**src/rtl/pq_addr_ctrl.sv**
```systemverilog
// Ping-pong RAM address controller: fills one bank linearly, drains the other (optionally transposed).
// Latency: out_valid trails read issue by RD_LAT enabled cycles; in_ready drops from the last fill accept until the bank swap.
module pq_addr_ctrl #(
    parameter int ADDRLENGTH = 12,
    parameter int ADDRWDELAY = 10,
    parameter int TRANSPOSE  = 1,
    parameter int RD_LAT     = 1
) (
    input  logic                  clk,
    input  logic                  rst,
    input  logic                  enable,
    input  logic                  in_valid,
    output logic                  in_ready,
    output logic                  wr,
    output logic                  cen,
    output logic [ADDRLENGTH-1:0] addr_w,
    output logic [ADDRLENGTH-1:0] addr_r,
    output logic                  out_valid,
    output logic                  out_last,
    output logic                  overflow
);

    localparam int HALF       = ADDRLENGTH / 2;
    localparam int DRAIN_LAST = (ADDRWDELAY > 2) ? ADDRWDELAY - 2 : 0;
    localparam int DW         = (ADDRWDELAY > 2) ? $clog2(ADDRWDELAY) : 1;
    localparam logic [ADDRLENGTH-1:0] CNT_MAX = '1;

    typedef enum logic [1:0] {W_FILL, W_DRAIN, W_WAIT} wstate_t;
    typedef enum logic {R_IDLE, R_READ} rstate_t;

    wstate_t               r_wstate, w_wstate_nxt;
    rstate_t               r_rstate, w_rstate_nxt;
    logic [ADDRLENGTH-1:0] r_wcnt, w_wcnt_nxt;
    logic [ADDRLENGTH-1:0] r_rcnt, w_rcnt_nxt;
    logic [DW-1:0]         r_dcnt, w_dcnt_nxt;
    logic [ADDRLENGTH-1:0] r_addr_hold;
    logic                  r_wr;
    logic                  r_ovf;
    logic [RD_LAT-1:0]     r_vld_pipe;
    logic [RD_LAT-1:0]     r_last_pipe;

    logic                  w_in_ready;
    logic                  w_accept;
    logic                  w_rd_issue;
    logic                  w_rd_final;
    logic                  w_swap;
    logic [ADDRLENGTH-1:0] w_addr_map;

    assign w_in_ready = (r_wstate == W_FILL) && !rst;
    assign w_accept   = enable && in_valid && w_in_ready;
    assign w_rd_issue = enable && (r_rstate == R_READ);
    assign w_rd_final = w_rd_issue && (r_rcnt == CNT_MAX);
    assign w_swap     = enable && (r_wstate == W_WAIT) &&
                        ((r_rstate == R_IDLE) || w_rd_final);

    generate
        if (TRANSPOSE != 0) begin : g_transpose
            assign w_addr_map = {r_rcnt[HALF-1:0], r_rcnt[ADDRLENGTH-1:HALF]};
        end else begin : g_linear
            assign w_addr_map = r_rcnt;
        end
    endgenerate

    // Drain is counted from the final accept, so the swap lands exactly
    // ADDRWDELAY enabled cycles after the last write address was issued.
    always_comb begin
        w_wstate_nxt = r_wstate;
        w_wcnt_nxt   = r_wcnt;
        w_dcnt_nxt   = r_dcnt;
        case (r_wstate)
            W_FILL: begin
                if (w_accept) begin
                    w_wcnt_nxt = r_wcnt + 1'b1;
                    if (r_wcnt == CNT_MAX) begin
                        w_wstate_nxt = (ADDRWDELAY > 1) ? W_DRAIN : W_WAIT;
                        w_dcnt_nxt   = '0;
                    end
                end
            end
            W_DRAIN: begin
                if (enable) begin
                    if (r_dcnt == DW'(DRAIN_LAST)) begin
                        w_wstate_nxt = W_WAIT;
                    end else begin
                        w_dcnt_nxt = r_dcnt + 1'b1;
                    end
                end
            end
            W_WAIT: begin
                if (w_swap) begin
                    w_wstate_nxt = W_FILL;
                end
            end
            default: w_wstate_nxt = W_FILL;
        endcase
    end

    always_comb begin
        w_rstate_nxt = r_rstate;
        w_rcnt_nxt   = r_rcnt;
        if (w_rd_issue) begin
            w_rcnt_nxt = r_rcnt + 1'b1;
            if (r_rcnt == CNT_MAX) begin
                w_rstate_nxt = R_IDLE;
            end
        end
        if (w_swap) begin
            w_rstate_nxt = R_READ;
            w_rcnt_nxt   = '0;
        end
    end

    always_ff @(posedge clk) begin
        if (rst) begin
            r_wstate    <= W_FILL;
            r_rstate    <= R_IDLE;
            r_wcnt      <= '0;
            r_rcnt      <= '0;
            r_dcnt      <= '0;
            r_addr_hold <= '0;
            r_wr        <= 1'b0;
            r_ovf       <= 1'b0;
            r_vld_pipe  <= '0;
            r_last_pipe <= '0;
        end else begin
            r_wstate <= w_wstate_nxt;
            r_rstate <= w_rstate_nxt;
            r_wcnt   <= w_wcnt_nxt;
            r_rcnt   <= w_rcnt_nxt;
            r_dcnt   <= w_dcnt_nxt;
            if (w_swap) begin
                r_wr <= ~r_wr;
            end
            if (w_rd_issue) begin
                r_addr_hold <= w_addr_map;
            end
            if (enable && in_valid && !w_in_ready) begin
                r_ovf <= 1'b1;
            end
            if (enable) begin
                for (int i = RD_LAT - 1; i > 0; i--) begin
                    r_vld_pipe[i]  <= r_vld_pipe[i-1];
                    r_last_pipe[i] <= r_last_pipe[i-1];
                end
                r_vld_pipe[0]  <= w_rd_issue;
                r_last_pipe[0] <= w_rd_final;
            end
        end
    end

    assign in_ready  = w_in_ready;
    assign wr        = r_wr & ~rst;
    assign cen       = rst;
    assign addr_w    = rst ? '0 : r_wcnt;
    assign addr_r    = rst ? '0 : ((r_rstate == R_READ) ? w_addr_map : r_addr_hold);
    assign out_valid = r_vld_pipe[RD_LAT-1] & ~rst;
    assign out_last  = r_last_pipe[RD_LAT-1] & ~rst;
    assign overflow  = r_ovf & ~rst;

endmodule
```
**config.mk**
```make
export PLATFORM = sky130hd
export DESIGN_NAME = pq_addr_ctrl
export DESIGN_NICKNAME = d
export VERILOG_FILES = /design/src/rtl/pq_addr_ctrl.sv
export SDC_FILE = /design/constraint.sdc
export NUM_CORES = 1
export LEC_CHECK = 0
export ABC_AREA = 1
export CAP_MARGIN = 20
export CORE_ASPECT_RATIO = 0.8
export CORE_UTILIZATION = 45
export DETAILED_ROUTE_END_ITERATION = 8
export HOLD_SLACK_MARGIN = 0.03
export PLACE_DENSITY = 0.68
export RECOVER_POWER = 50
export SYNTH_ARGS = -nofsm -noshare
export SYNTH_HDL_FRONTEND = slang
export SYNTH_SLANG_ARGS = --single-unit
```
**constraint.sdc**
```tcl
create_clock -name clk -period 1.8 [get_ports clk]
set_input_delay 0.45 -clock clk [delete_from_list [all_inputs] [get_ports clk]]
set_output_delay 0.45 -clock clk [all_outputs]
set_load 0.005 [all_outputs]
```
* Word level (Yosys, flattened, before mapping)
Index checks and enable logic that the tools add are counted.
** Word-level totals
- Output and inout port bits :: 30
- Register bits after elaboration :: 47
- Word-level logic and storage cells :: 68
** Operators by class
- $add $sub $neg :: 3
- Bitwise logic cells :: 7
- Reduce and logical (&&, ||, !) cells :: 20
- Muxes and demuxes :: 17
- Eq/ne operators :: 11
** Operator list (number)
- 12-bit 2-to-1 mux :: 3
- 12-bit by 1-bit adder with 12-bit output (second input constant) :: 2
- 12-bit equality test (second input constant) :: 2
- 4-bit 2-to-1 mux :: 4
- 2-bit 2-to-1 mux :: 5
- 2-bit inequality test (second input constant) :: 5
- 5-bit AND reduction :: 2
- 1-bit logical AND :: 8
- 4-bit one-hot mux with 2 select lines :: 1
- 2-bit one-hot mux with 3 select lines :: 1
- 2-bit nonzero test :: 3
- 4-bit by 1-bit adder with 4-bit output (second input constant) :: 1
- 1-bit bitwise AND :: 4
- 4-bit equality test (second input constant) :: 1
- 2-bit AND reduction :: 2
- 1-bit 2-to-1 mux :: 3
- 1-bit inverter :: 3
- 2-bit by 1-bit equality test with 1-bit output (second input constant) :: 1
- 2-bit equality test (second input constant) :: 1
- 1-bit logical NOT :: 2
- 2-bit logical NOT :: 1
- 2-bit by 1-bit inequality test with 1-bit output (second input constant) :: 1
- 2-bit OR reduction :: 1
- 1-bit logical OR :: 1

* Longest topological paths before layout
- Depth after elaboration :: 6
- Depth in mapped cells :: 10
- Depth with buffers taken out :: 10

* Worst setup path before layout
Ideal clock, no wire load.
- Path type :: input -> output
- Start :: input rst
- End :: output addr_r[10]
- Stages :: 5
- Data arrival time :: 1.093 ns
- Buffers on the path :: 2
- Path slack :: 0.257 ns
- Required time :: 1.350 ns
- Cells stage by stage :: buf_6 > inv_6 > clkbuf_1 > o21ai_0 > a21oi_1
** Between the ends
- Word-level cells in the longest chain between the ends :: 1
** RTL lines
- start: declaration :: RTL line 10 : input logic rst,
- 12-bit 2-to-1 mux :: RTL line 155 : assign addr_r = rst ? '0 : ((r_rstate == R_READ) ? w_addr_map : r_addr_hold);
- end: declaration :: RTL line 17 : output logic [ADDRLENGTH-1:0] addr_r,
Every way passes these cells.

* Final worst setup path
- Start :: input rst
- End :: output addr_w[1]
** Between the ends
- Word-level cells in the longest chain between the ends :: 1
** RTL lines
- 12-bit 2-to-1 mux :: RTL line 154 : assign addr_w = rst ? '0 : r_wcnt;
- end: declaration :: RTL line 16 : output logic [ADDRLENGTH-1:0] addr_w,
Every way passes these cells.

==> results.md <==
- # DRC: 6
- Root Driver: clkbuf_8
- H-tree level count: 2
- Die footprint: 5690 um^2
- Flop2flop setup slack: 0.22 ns
- Maximum buffer depth of the clock tree: 2
- Initial Util: 47.7%
- Core Region: 5090 um^2
- Area growth syn-to-layout: 29.0%
- Storage element area: 950 um^2
- Final Wtd Congestion: 0.804
- Violated checks: DRC
- Antenna Cells: 0
- Setup CP Type: in2out
- Vias per cell: 4.97
- PnR worst setup slack: 0.0458 ns
- Total Routing Usage GR: 22.7%
- Num CTS Buffers: 5
- Peak supply drop: 0.371 mV
- Setup WS pre-CTS: -0.617 ns
- 1st-iter DRT viols: 166
- Io pins: 34
- Hold buffer count at CTS: 0
- Crit. End Element: output port
- Status: finished with violations
- Syn avg cell area: 6.92 um^2
- Clk sinks: 47
- Layout cells sized above 1: 17.6%
- Skew final: 0.00861 ns
- Worst Hold Class: reg2reg
- FILL cells: 506
- Slew at the pin with the worst max-slew slack: 0.371 ns
- CTS tree: yes
- Final Core Density: 61.5%
- Layout Cells excl Fill: 477
- Die width: 84.1 um
- RSZ-0062 raised after global routing: no
- Gate count of the mapped netlist: 351
- R2r worst-path depth: 9
- Post-synth top area cell: dfxtp_1
- Largest net degree at the start of global routing: 18
- Crit start category: input pin
- Clk_lat worst skew: 0.31 ns
- Wire per inst: 12.1 um
- Max Clk Rate: 0.570 GHz
- Top cells by area, synth: dfxtp_1 (39%), a21oi_1 (9.9%), nand2_1 (9.1%)
- Vias in the first global route: 2146
- Initial antenna violation count: 0
- Sequential area share after synthesis: 38.8%
- Prevailing post-synth register cell: dfxtp_1
- Die Ht: 67.7 um
- Syn_nets: 359
- Hold Path End: r_ovf
- GR Overflow Total: 0
- WP data arrival: 1.30 ns
- Flops & latches, synth: 47
- Standard-cell row count: 23
- Ys async rst share: 0%
- EDFF count, synth: 0
- Tmin final: 1.75 ns
- Synth warnings: 0
- Pleak: 1.34 nW
- Max_cap viols: 0
- Min-delay src: r_ovf
- Total power per unit cell area: 629 nW/um^2
- DP HPWL: 3930 um
- Multi-input logic area: 1210 um^2
- Req. time, crit path: 1.35 ns
- DRT Wirelength: 5780 um
- Slew Limit Fails: 0
- DR pass1 iterations: 6
- Worst Path Max Fanout: 7
- Final hold violations: 0
- Nets: 422
- Worst hold slack: 0.463 ns
- Mapped cell area: 2430 um^2
- ANT nets after route: 0
- First-pass GRT wire length: 10000 um
- Final period util: 97.5%
- Post-synth cell types: 27
- Total power: 1.97 mW
- Hold Path Depth: 2
- Share of the synthesized area in the top cell type: 38.8%
- Cells after DPL: 461
- Clk slew on worst S/H paths: 0.08 ns
- Crit Reg-Reg Endpoint: r_dcnt[1]
- Slew HR: 75.3%
- IO Port Bufs: 33
- Via Count: 2369
- R2R Path Start: r_wcnt[0]
- # setup viols final: 0
-- kinds of logic after synthesis --
family | synth area share (%)
AOI/OAI and AO/OA | 16.4
xor gates and xnor gates | 2.89
adders and majority gates | 2.06
buffers and inverters | 11.3
DFF | 38.8
and+or+nand+nor | 28.6
-- worst max path at each step --
| stage | startpoint | endpoint | slack [ns] | depth (start not counted) |
|---|---|---|---|---|
| final | rst | addr_w[1] | 0.05 | 4 |
| after global routing | r_wcnt[1] | addr_w[1] | 0.002 | 3 |
| after CTS | r_rstate | addr_r[9] | -0.03 | 5 |
| after detailed placement | rst | addr_r[8] | -0.62 | 5 |
| after global placement | rst | addr_r[4] | -0.61 | 5 |
| after floorplan | rst | addr_r[10] | 0.26 | 5 |
-- cell usage after synthesis, types with 2 or more instances --
| library cell | count |
|---|---|
| xor2_1 | 8 |
| buf_1 | 2 |
| ha_1 | 4 |
| o21ai_0 | 30 |
| nor2_1 | 46 |
| a21oi_1 | 48 |
| buf_6 | 3 |
| clkbuf_1 | 6 |
| nor2_2 | 3 |
| nor3_1 | 5 |
| dfxtp_1 | 47 |
| nand2_1 | 59 |
| nand4_1 | 3 |
| inv_1 | 45 |
| nand2_4 | 2 |
| nor2_4 | 3 |
| nand2_2 | 7 |
| nand3_1 | 19 |
| buf_4 | 3 |
-- placed cells by master (no fill, tap or decap), types with 2 or more instances in the layout --
| master | n |
|---|---|
| a21oi_1 | 47 |
| buf_12 | 2 |
| buf_2 | 2 |
| buf_4 | 28 |
| buf_6 | 3 |
| clkbuf_1 | 3 |
| clkbuf_2 | 2 |
| clkbuf_8 | 6 |
| clkdlybuf4s50_1 | 4 |
| dfxtp_1 | 42 |
| dfxtp_2 | 4 |
| dlygate4sd2_1 | 24 |
| ha_1 | 4 |
| inv_1 | 45 |
| nand2_1 | 61 |
| nand2_2 | 5 |
| nand2_4 | 2 |
| nand3_1 | 19 |
| nand4_1 | 3 |
| nor2_1 | 46 |
| nor2_2 | 3 |
| nor2_4 | 3 |
| nor3_1 | 5 |
| o21ai_0 | 24 |
| o21ai_1 | 5 |
| xor2_1 | 8 |
-- area by class of cell --
class / instances / share of cell area (%)
multi-input combinational: 242 / 38.8
sequential: 47 / 30.3
timing repair buffer: 70 / 18.6
inverter: 46 / 5.68
clock buffer: 6 / 2.64
tap: 62 / 2.48
clock inverter: 2 / 1.12
timing repair inverter: 2 / 0.320
-- report_power, final --
group	switching, mW	internal, mW
logic	0.0579	0.0489
registers	0.00256	1.04
clock network	0.370	0.450
-- critical path: stages --
cell and delay (ns):
buf_6 0.13, buf_12 0.14, nor2_1 0.09, clkdlybuf4s50_1 0.50
-- state kept, by name, summed over array words and instances (netlist names) --
name and count:
r_wstate 2, r_last_pipe 1, r_wr 1, r_rstate 1, r_dcnt 4, r_wcnt 12
r_ovf 1, r_vld_pipe 1, r_rcnt 12, r_addr_hold 12
-- per-layer routing --
metal  vias to the layer above  wire [um]  part of all wire (%)  global-route usage (%)
met2                        59       2450                    42                    34.8
met4                         0         97                   1.7                    8.84
li1                       1246          -                     -                       -
met5                         -          0                     0                       0
met3                         9        327                   5.7                    4.16
met1                      1055       2900                    50                    31.9
-- metrics by stage --
stage,setup TNS (ns),area (um^2)
global placement,-21.54,2970
detailed placement,-22.17,2970
floorplan,0,2430
finish,0,3130
global route,0,3130
CTS,-0.117,3170
-- timing repair --
action,CTS,global route
setup endpoints to repair,32,9
gates cloned,2,0
setup buffers,7,0
pin swaps,1,0
gates resized for setup,65,12
(Power assumes the default switching activity.)
